[src/rtl/mc_control_fsm.sv]
// Multi-cycle MIPS32 main control FSM: sequences fetch/decode/execute/memory/writeback and drives datapath selects.
// Optional: define MC_CTRL_ILLEGAL_TRAP_EN to trap undefined opcodes instead of treating them as NOPs.
module mc_control_fsm (
    input  logic        clk,
    input  logic        reset_n,
    input  logic [5:0]  opcode,
    input  logic        mem_ready,
    output logic        mem_read,
    output logic        mem_write,
    output logic        iord,
    output logic        ir_write,
    output logic        pc_write,
    output logic        pc_write_cond,
    output logic [1:0]  pc_src,
    output logic        alu_src_a,
    output logic [1:0]  alu_src_b,
    output logic [1:0]  alu_op,
    output logic        ext_sel,
    output logic        reg_dst,
    output logic        mem_to_reg,
    output logic        reg_write,
    output logic        illegal_op,
    output logic [31:0] instr_retired
);

    localparam logic [5:0] OP_RTYPE = 6'h00;
    localparam logic [5:0] OP_J     = 6'h02;
    localparam logic [5:0] OP_BEQ   = 6'h04;
    localparam logic [5:0] OP_ADDI  = 6'h08;
    localparam logic [5:0] OP_ANDI  = 6'h0C;
    localparam logic [5:0] OP_ORI   = 6'h0D;
    localparam logic [5:0] OP_LW    = 6'h23;
    localparam logic [5:0] OP_SW    = 6'h2B;

    localparam logic [3:0] FETCH  = 4'd0;
    localparam logic [3:0] DECODE = 4'd1;
    localparam logic [3:0] MEMADR = 4'd2;
    localparam logic [3:0] MEMRD  = 4'd3;
    localparam logic [3:0] MEMWB  = 4'd4;
    localparam logic [3:0] MEMWR  = 4'd5;
    localparam logic [3:0] REX    = 4'd6;
    localparam logic [3:0] RWB    = 4'd7;
    localparam logic [3:0] BEQEX  = 4'd8;
    localparam logic [3:0] JEX    = 4'd9;
    localparam logic [3:0] AIMMEX = 4'd10;
    localparam logic [3:0] IMMWB  = 4'd11;
    localparam logic [3:0] LIMMEX = 4'd12;
    localparam logic [3:0] LIMMWB = 4'd13;
    localparam logic [3:0] TRAP   = 4'd14;

    logic [3:0]  state_r;
    logic [3:0]  state_next_s;
    logic [31:0] retired_r;
    logic [31:0] retired_next_s;

    // State register and retired-instruction counter.
    always_ff @(posedge clk or negedge reset_n) begin
        if (!reset_n) begin
            state_r   <= FETCH;
            retired_r <= 32'd0;
        end else begin
            state_r   <= state_next_s;
            retired_r <= retired_next_s;
        end
    end

    // Next-state selection; memory states stall on mem_ready.
    always_comb begin
        state_next_s = FETCH;
        case (state_r)
            FETCH:  if (mem_ready) state_next_s = DECODE; else state_next_s = FETCH;
            DECODE: begin
                case (opcode)
                    OP_LW, OP_SW:     state_next_s = MEMADR;
                    OP_RTYPE:         state_next_s = REX;
                    OP_BEQ:           state_next_s = BEQEX;
                    OP_J:             state_next_s = JEX;
                    OP_ADDI:          state_next_s = AIMMEX;
                    OP_ANDI, OP_ORI:  state_next_s = LIMMEX;
`ifdef MC_CTRL_ILLEGAL_TRAP_EN
                    default:          state_next_s = TRAP;
`else
                    default:          state_next_s = FETCH;
`endif
                endcase
            end
            MEMADR: if (opcode == OP_SW) state_next_s = MEMWR; else state_next_s = MEMRD;
            MEMRD:  if (mem_ready) state_next_s = MEMWB; else state_next_s = MEMRD;
            MEMWR:  if (mem_ready) state_next_s = FETCH; else state_next_s = MEMWR;
            REX:    state_next_s = RWB;
            AIMMEX: state_next_s = IMMWB;
            LIMMEX: state_next_s = LIMMWB;
            TRAP:   state_next_s = TRAP;
            default: state_next_s = FETCH;
        endcase
    end

    // A retirement is any edge that re-enters FETCH; the counter wraps freely.
    always_comb begin
        if ((state_next_s == FETCH) && (state_r != FETCH)) begin
            retired_next_s = retired_r + 32'd1;
        end else begin
            retired_next_s = retired_r;
        end
    end

    // Output decode from state; only FETCH and MEMWB strobes look at mem_ready.
    always_comb begin
        mem_read      = 1'b0;
        mem_write     = 1'b0;
        iord          = 1'b0;
        ir_write      = 1'b0;
        pc_write      = 1'b0;
        pc_write_cond = 1'b0;
        pc_src        = 2'd0;
        alu_src_a     = 1'b0;
        alu_src_b     = 2'd0;
        alu_op        = 2'd0;
        ext_sel       = 1'b0;
        reg_dst       = 1'b0;
        mem_to_reg    = 1'b0;
        reg_write     = 1'b0;
        illegal_op    = 1'b0;
        case (state_r)
            FETCH: begin
                mem_read  = 1'b1;
                alu_src_b = 2'd1;
                ir_write  = mem_ready;
                pc_write  = mem_ready;
            end
            DECODE: alu_src_b = 2'd3;
            MEMADR, AIMMEX: begin
                alu_src_a = 1'b1;
                alu_src_b = 2'd2;
            end
            MEMRD: begin
                mem_read = 1'b1;
                iord     = 1'b1;
            end
            MEMWB: begin
                reg_write  = mem_ready;
                mem_to_reg = 1'b1;
            end
            MEMWR: begin
                mem_write = 1'b1;
                iord      = 1'b1;
            end
            REX: begin
                alu_src_a = 1'b1;
                alu_op    = 2'd2;
            end
            RWB: begin
                reg_write = 1'b1;
                reg_dst   = 1'b1;
            end
            BEQEX: begin
                alu_src_a     = 1'b1;
                alu_op        = 2'd1;
                pc_write_cond = 1'b1;
                pc_src        = 2'd1;
            end
            JEX: begin
                pc_write = 1'b1;
                pc_src   = 2'd2;
            end
            IMMWB: reg_write = 1'b1;
            LIMMEX: begin
                alu_src_a = 1'b1;
                alu_src_b = 2'd2;
                alu_op    = 2'd3;
                ext_sel   = 1'b1;
            end
            LIMMWB: begin
                reg_write = 1'b1;
                ext_sel   = 1'b1;
            end
`ifdef MC_CTRL_ILLEGAL_TRAP_EN
            TRAP: illegal_op = 1'b1;
`endif
            default: illegal_op = 1'b0;
        endcase
    end

    assign instr_retired = retired_r;

endmodule

[config.mk]
export PLATFORM = sky130hd
export DESIGN_NAME = mc_control_fsm
export DESIGN_NICKNAME = d
export VERILOG_FILES = /design/src/rtl/mc_control_fsm.sv
export SDC_FILE = /design/constraint.sdc
export NUM_CORES = 1
export LEC_CHECK = 0
export ABC_AREA = 1
export CORE_MARGIN = 1
export CORE_UTILIZATION = 39
export DETAILED_ROUTE_END_ITERATION = 6
export PLACE_DENSITY = 0.69
export SLEW_MARGIN = 20
export SYNTH_ARGS = -nofsm -noshare
export SYNTH_HDL_FRONTEND = slang
export SYNTH_SLANG_ARGS = --single-unit
export TNS_END_PERCENT = 1
[constraint.sdc]
create_clock -name clk -period 4.1 [get_ports clk]
set_input_delay 0.41 -clock clk [delete_from_list [all_inputs] [get_ports clk]]
set_output_delay 0.41 -clock clk [all_outputs]
set_load 0.02 [all_outputs]
* Word-level counts from Yosys, hierarchy flattened *
Cells that the tools add are included.

cells by class
  $add $sub $neg = 1
  shift-type cells = 0
  divide/modulo/power cells = 0
  eq/ne operators = 21
  bitwise gates (word level) = 0
  magnitude comparators = 0
  mux-type cells = 20
  multipliers = 0
  reduce and logical (&&, ||, !) cells = 13

operator list
  operator               count
  $pmux 4 s9             1
  $add 32x1->32 const B  1
  $eq 4x4->1 const B     7
  $pmux 4 s6             1
  $eq 6x4->1 const B     3
  $eq 4x3->1 const B     4
  $eq 6x6->1 const B     2
  $pmux 2 s3             2
  $mux 1                 10
  $reduce_or 2->1        5
  $mux 3                 3
  $eq 4x2->1 const B     2
  $logic_not 4->1        2
  $eq 6x2->1 const B     1
  $eq 6x3->1 const B     1
  $logic_not 6->1        1
  $reduce_or 3->1        2
  $reduce_or 5->1        1
  $eq 4x1->1 const B     1
  $pmux 1 s2             2
  $pmux 2 s2             1
  $reduce_bool 4->1      1
  $logic_and 1x1->1      1

storage, ports and cells
  output and inout bits = 50
  logic and storage cells = 57
  register bits after elaboration = 36
  ROM bits = 0
  RAM bits = 0
  input bits = 9
  memories = 0
  latch bits = 0

* Logic depth before layout (Yosys ltp) *
Gate-level depths: netlist (run 1).

  depth after elaboration = 6
  depth in mapped cells = 12
  mapped depth without buffers = 11

* Worst setup path after synthesis (run 1) *
OpenSTA, ideal clock, no wires.

  kind = reg2out
  start = register state_r[1]
  end = output port reg_write
  path slack = 2,299 ps
  buffers on the path = 0
  stages on the path, launching flop included = 6
  required time = 3,690 ps
  data arrival time = 1,391 ps
  cell sequence = dfrtp_1 nor2_1 inv_1 nor2_1 nand2_1 o211ai_1

between the ends
  word-level cells in the longest chain between the ends = 3
  elaborated cells on any way between the ends = 6
  classes of those cells = eq/ne (4); mux (1); reduce/logical (1)

RTL lines
  what                                      line  RTL
  from (decl)                               51    logic [3:0] state_r;
  from (signal assigned)                    62    state_r <= state_next_s;
  $eq 4x4->1 or $eq 4x3->1 (tied branches)  124   case (state_r)
  $reduce_or 3->1 (no source line)          n/a
  $pmux 1 s2 (*)                            124
  to (decl)                                 21    output logic reg_write,

Every way passes the cells marked *; elsewhere a longest branch is shown, timed or not.

* Final worst setup path (run 1) *
  start = input port opcode[2]
  end = register retired_r[29], in the netlist instr_retired[29]

between the ends
  word-level cells in the longest chain between the ends = 6
  elaborated cells on any way between the ends = 15
  classes of those cells = eq/ne (7); mux (3); reduce/logical (5)

RTL lines
  what                                      line  RTL
  from (decl)                               6     input logic [5:0] opcode,
  $eq 6x4->1, or another cell as far along  73    case (opcode)
  $reduce_or 2->1                           73
  $pmux 4 s6                                73
  $pmux 4 s9 (*)                            70    case (state_r)
  $logic_not 4->1 (*)                       100   if ((state_next_s == FETCH) && (state_r != FETCH)) begin
  $logic_and 1x1->1 (*)                     100
  to (signal assigned)                      63    retired_r <= retired_next_s;
  to (decl)                                 53    logic [31:0] retired_r;

Marks and branches as above.
A chain may end at the register's enable or synchronous reset.

==> flow_metrics.py, run 1 <==
metrics = {
    "run_status": {
        "status": "finished clean",
    },
    "synthesis": {
        "ys_seq_area_frac": 0.327,
        "yosysTopAreaCellShare": 0.327,
        "yosys_warnings": 0,
        "synth-edff-count": 0,
        "syn_nets": 442,
        "ys_ff_latch": 36,
        "synthCells": 432,
        "synth_area_leaders": "dfrtp_1 (33%), nand2_1 (25%), nor2_1 (10%), nand4_1 (7.9%), nand3b_1 (3.8%)",
        "yosysMostFrequentCell": "nand2_1",
        "synth-main-ff-cell": "dfrtp_1",
        "synth_area_um2": 2760,
        "netlist_top_cells_count": "nand2_1 (183), nor2_1 (75), dfrtp_1 (36)",
        "postSynthAreaPerCell_um2": 6.38,
        "synth_top_area_cell": "dfrtp_1",
        "async_flop_share": 1.00,
        "synth.distinct_cells": 26,
    },
    "detailed_routing": {
        "viasPerCell": 4.96,
        "detail_route.wl_per_cell_um": 12.7,
        "drt_wl_total_mm": 7.41,
        "drt_iter0_markers": 177,
        "vias": 2884,
        "drc": 0,
        "first_pass_iters": 5,
        "ant_nets": 0,
    },
    "clocking": {
        "htreeDepth": 2,
        "cts-hold-fix-buffers": 0,
        "cts_resized": 0,
        "clkLatencyLatePin_ns": 0.29,
        "clock_sinks": 36,
        "cts_setup_buffers": 0,
        "cts_tree": "built",
        "clk_pin_slew_worst_paths_ns": 0.07,
        "clockRootBuffer": "clkbuf_8",
        "clk_path_buf_depth": 2,
        "cts_made_buffers": 5,
    },
    "finish": {
        "final_util": 0.507,
        "seq_area_um2": 901,
        "nets": 495,
        "antennaDiodeCount": 0,
        "design_area_um2": 3440,
        "multi_input_area_um2": 1660,
        "syn_to_final_growth_pct": 24.8,
        "final_layout_size_suffix_gt1_frac": 0.0495,
        "fillers": 698,
    },
    "worst_setup_path": {
        "start_kind": "input port",
        "worstPathMaxFanout": 34,
        "cp.arrival_ns": 2.72,
        "worstSetupEndpointType": "flop",
        "crit_type": "in -> reg",
        "worstPathRequired_ns": 4.27,
        "ff2ff_setup_slack_ns": 1.61,
    },
    "pwr": {
        "power_leakage_uw": 0.00162,
        "ir_worst_vdd_v": 0.000233,
        "pwr_density_cell_nw_per_um2": 412,
        "pwr-share-seq": 0.303,
        "clkPwrFrac": 0.169,
        "combPwrFrac": 0.527,
        "p_int_uw": 745,
        "p_sw_frac": 0.475,
        "power_switching_uw": 674,
    },
    "placed_design": {
        "dp_hpwl_mm": 5.48,
        "place_ws_ns": 1.28,
        "placedInstanceArea_um2": 3360,
        "portBuffers": 57,
        "gp_congestion": 0.889,
    },
    "sta": {
        "rsz0062_at_grt": "false",
        "drv_slew": 0,
        "finalCriticalPeriod_ns": 2.55,
        "tns_ns": 0,
        "setup_slack_ns": 1.55,
        "tightest_slew_ns": 0.814,
        "setup_violations": 0,
        "finClkSkew_ns": 0.00435,
        "final_hold_viol_count": 0,
        "maxSlewHeadroom": 0.456,
        "fmax_ghz": 0.392,
        "finalCritPeriodShare": 0.622,
    },
    "die": {
        "core.rowCount": 30,
        "die_w_um": 86.1,
        "ios": 59,
        "core_area_um2": 6790,
        "die-area_um2": 7410,
        "die_y_um": 86.1,
        "start_util": 0.406,
    },
    "grt": {
        "grt_start_max_net_pins": 37,
        "antenna_found_initial": 0,
        "grt_pass1_wl_mm": 12.6,
        "grt-ovfl-total": 0,
        "grt_pass1_vias": 2588,
        "track_usage": 0.214,
    },
    "run": {
        "maxCapViolCount": 0,
    },
    "hold_path": {
        "min_path_type": "in -> async",
    },
}
-- final timing paths --
check                            startpoint                end  cells after the start
max reg2reg                      state_r[1]  instr_retired[29]                     10
min in group clk           instr_retired[1]   instr_retired[1]                      2
min                                 reset_n  instr_retired[11]                      1
max in group asynchronous           reset_n  instr_retired[18]                      1
min reg2reg                instr_retired[1]   instr_retired[1]                      2
max                               opcode[2]  instr_retired[29]                     10
-- layer usage --
layer / vias to the layer above / part of all wire / GRT usage
met1: 1302 / 0.50 / 0.306
met4: 0 / 0.013 / 0.0515
met3: 11 / 0.050 / 0.0318
li1: 1488 / - / -
met2: 83 / 0.44 / 0.339
met5: - / 0 / 0
-- per-stage QoR --
| stage | hold slack, ns | total power [uW] | std cells |
|---|---|---|---|
| final | 0.210 | 1420 | 581 |
| after global routing | 0.267 | 1520 | 581 |
| after CTS | 0.237 | 1430 | 581 |
| after detailed placement | 0.521 | 1190 | 574 |
| after global placement | 0.516 | 1170 | 574 |
| after floorplan | 0.114 | 1020 | 432 |
-- kinds of logic after synthesis --
logic type	Yosys count	synth area share
buf+inv	41	0.0721
flops	36	0.327
compound gates	9	0.0191
simple gates	329	0.529
xor+xnor	15	0.0476
fa+ha+maj	1	0.00454
other cells	1	0.00136
-- sequential cells by signal, indices dropped and copies added, names as in the netlist --
| register | flops |
|---|---|
| state_r | 4 |
| instr_retired | 32 |
-- final cells by class --
| cell class | instances | area share |
|---|---|---|
| multi-input cells | 355 | 0.482 |
| flip-flops and latches | 36 | 0.262 |
| repair buffers | 59 | 0.169 |
| well taps | 96 | 0.0349 |
| inverters | 28 | 0.0305 |
| clock buffers | 6 | 0.0211 |
| clock inverters | 1 | 0.00145 |
-- critical path: stages --
cell and delay, ns:
clkdlybuf4s50_1 0.56, inv_1 0.08, nand2_1 0.06, nor2_1 0.05, nand3_1 0.07, nand3_1 0.12, nor2_4 0.64, nand3_4 0.46
nand2_1 0.18, nand2_1 0.07
-- cell usage in the layout (no fill, tap or decap), types with 2 or more instances in the layout --
cell type / instances
nor2_2: 2
nor2_1: 75
xor2_1: 11
dfrtp_1: 36
buf_4: 2
inv_2: 4
xnor2_1: 4
nand3b_1: 14
nand3_2: 2
clkbuf_8: 5
nand2_1: 183
nand2_2: 2
nor2_4: 2
nand3_1: 12
o21ai_0: 5
inv_1: 24
clkdlybuf4s50_1: 56
nand4_1: 35
-- power groups by stage --
stage          Sequential [uW]  Clock (uW)  Combinational, uW
2_1_floorplan              449           0                570
3_3_place_gp               436           0                737
3_5_place_dp               436           0                754
4_1_cts                    430         247                755
5_1_grt                    435         267                817
6_report                   431         240                749
Power figures use the tool's default switching activity.
==> inputs of run 2 (changes only) <==
Settings changed: PLACE_DENSITY 0.69 to 0.71.
Clock period 4.1 ns to 2.3 ns, I/O delays scaled along.
==> flow_metrics.py, run 2 (same netlist as run 1, synthesis figures left out) <==
metrics = {
    "run_status": {
        "status": "finished clean",
    },
    "pwr": {
        "ir_worst_vdd_v": 0.000316,
        "pwr_density_cell_nw_per_um2": 743,
        "power_leakage_uw": 0.00167,
    },
    "die": {
        "die_w_um": 86.1,
        "core_area_um2": 6790,
        "die_y_um": 86.1,
        "die-area_um2": 7410,
        "start_util": 0.406,
        "ios": 59,
        "core.rowCount": 30,
    },
    "sta": {
        "hold_slack_ns": 0.0595,
        "setup_violations": 0,
        "maxSlewHeadroom": 0.402,
        "tightest_slew_ns": 0.896,
        "finClkSkew_ns": 0.00502,
        "final_hold_viol_count": 0,
        "tns_ns": 0,
        "setup_slack_ns": 0.161,
        "finalCriticalPeriod_ns": 2.14,
        "fmax_ghz": 0.468,
        "finalCritPeriodShare": 0.930,
        "drv_slew": 0,
        "rsz0062_at_grt": "false",
    },
    "hold_path": {
        "min_path_type": "in -> async",
    },
    "clocking": {
        "clk_path_buf_depth": 2,
        "cts_made_buffers": 5,
        "cts_setup_buffers": 0,
        "htreeDepth": 2,
        "clk_pin_slew_worst_paths_ns": 0.07,
        "clkLatencyLatePin_ns": 0.28,
        "clock_sinks": 36,
        "cts-hold-fix-buffers": 0,
        "cts_tree": "built",
        "clockRootBuffer": "clkbuf_8",
    },
    "worst_setup_path": {
        "worstPathRequired_ns": 2.07,
        "r2r-start": "instr_retired[0]",
        "r2r-end": "instr_retired[30]",
        "start_kind": "flop",
        "ff2ff_setup_slack_ns": 0.44,
        "worstSetupEndpointType": "output port",
        "critPathLaunch": "state_r[2]",
        "endpoint": "iord",
        "cp.arrival_ns": 1.91,
        "worstPathMaxFanout": 4,
        "crit_type": "reg -> out",
        "r2r_cells": 10,
    },
    "finish": {
        "antennaDiodeCount": 0,
        "final_util": 0.514,
        "mostFrequentLayoutCells": "nand2_1 (183), nor2_1 (75), clkdlybuf4s50_1 (55)",
        "design_area_um2": 3490,
        "nets": 499,
        "fillers": 707,
        "syn_to_final_growth_pct": 26.5,
        "final_common_cell": "nand2_1",
        "largest_reg_flops": 32,
        "final_layout_size_suffix_gt1_frac": 0.0612,
    },
    "detailed_routing": {
        "viasPerCell": 4.90,
        "ant_nets": 0,
        "drt_wl_total_mm": 7.30,
        "vias": 2873,
        "detail_route.wl_per_cell_um": 12.5,
        "drt_iter0_markers": 156,
        "first_pass_iters": 4,
        "drc": 0,
    },
    "grt": {
        "grt-ovfl-total": 0,
        "antenna_found_initial": 0,
        "grt_pass1_wl_mm": 12.6,
        "grt_start_max_net_pins": 37,
        "grt_pass1_vias": 2647,
        "track_usage": 0.210,
    },
    "placed_design": {
        "place_ws_ns": 0.251,
        "portBuffers": 57,
        "dp_hpwl_mm": 5.53,
        "placedInstanceArea_um2": 3390,
        "gp_congestion": 0.917,
    },
    "run": {
        "maxCapViolCount": 0,
    },
}
run 2: area by class of cell:
| cell class | instances | area (um^2) | share of cell area |
|---|---|---|---|
| sequential | 36 | 901 | 0.258 |
| timing repair buffer | 63 | 613 | 0.176 |
| clock inverter | 2 | 10.0 | 0.00287 |
| multi-input combinational | 355 | 1660 | 0.475 |
| tap | 96 | 120 | 0.0344 |
| clock buffer | 6 | 82.6 | 0.0237 |
| inverter | 28 | 105 | 0.0301 |
run 2: worst min-delay path by stage:
stage / startpoint / to / slack, ns / cells after the start
after floorplan: reset_n / instr_retired[0] / -0.07 / 0
after global placement: reset_n / instr_retired[25] / 0.39 / 1
after detailed placement: reset_n / instr_retired[9] / 0.41 / 1
after CTS: reset_n / instr_retired[25] / 0.1 / 1
after global routing: reset_n / instr_retired[10] / 0.13 / 1
final: reset_n / instr_retired[25] / 0.06 / 1
run 2: power by group:
group / switching (uW) / total [uW] / internal, uW
Combinational: 904 / 1360 / 457
Sequential: 77.3 / 768 / 691
Clock: 224 / 463 / 239
Total: 1210 / 2590 / 1390
run 2: metrics by stage:
step	power, uW	std cells
6_report	2590	586
5_1_grt	2800	586
3_5_place_dp	2140	578
3_3_place_gp	2130	578
4_1_cts	2610	586
2_1_floorplan	1820	432
run 2: repair_timing:
item,in CTS,in global routing
endpoints found under the hold margin,0,0
gates resized for setup,0,1
setup endpoints to repair,0,1
run 2: worst max-delay path, cell delays in order (launching register included):
cell,delay [ns]
dfrtp_1,0.41
inv_1,0.08
nor2_1,0.22
inv_1,0.12
o21ai_0,0.17
clkdlybuf4s50_1,0.63
run 2: metal layers:
| metal | GRT usage | part of all wire | up-vias |
|---|---|---|---|
| met5 | 0 | 0 | - |
| met4 | 0.0455 | 0.0034 | 0 |
| met3 | 0.0279 | 0.055 | 2 |
| met2 | 0.334 | 0.45 | 94 |
| met1 | 0.303 | 0.49 | 1284 |
| li1 | - | - | 1493 |
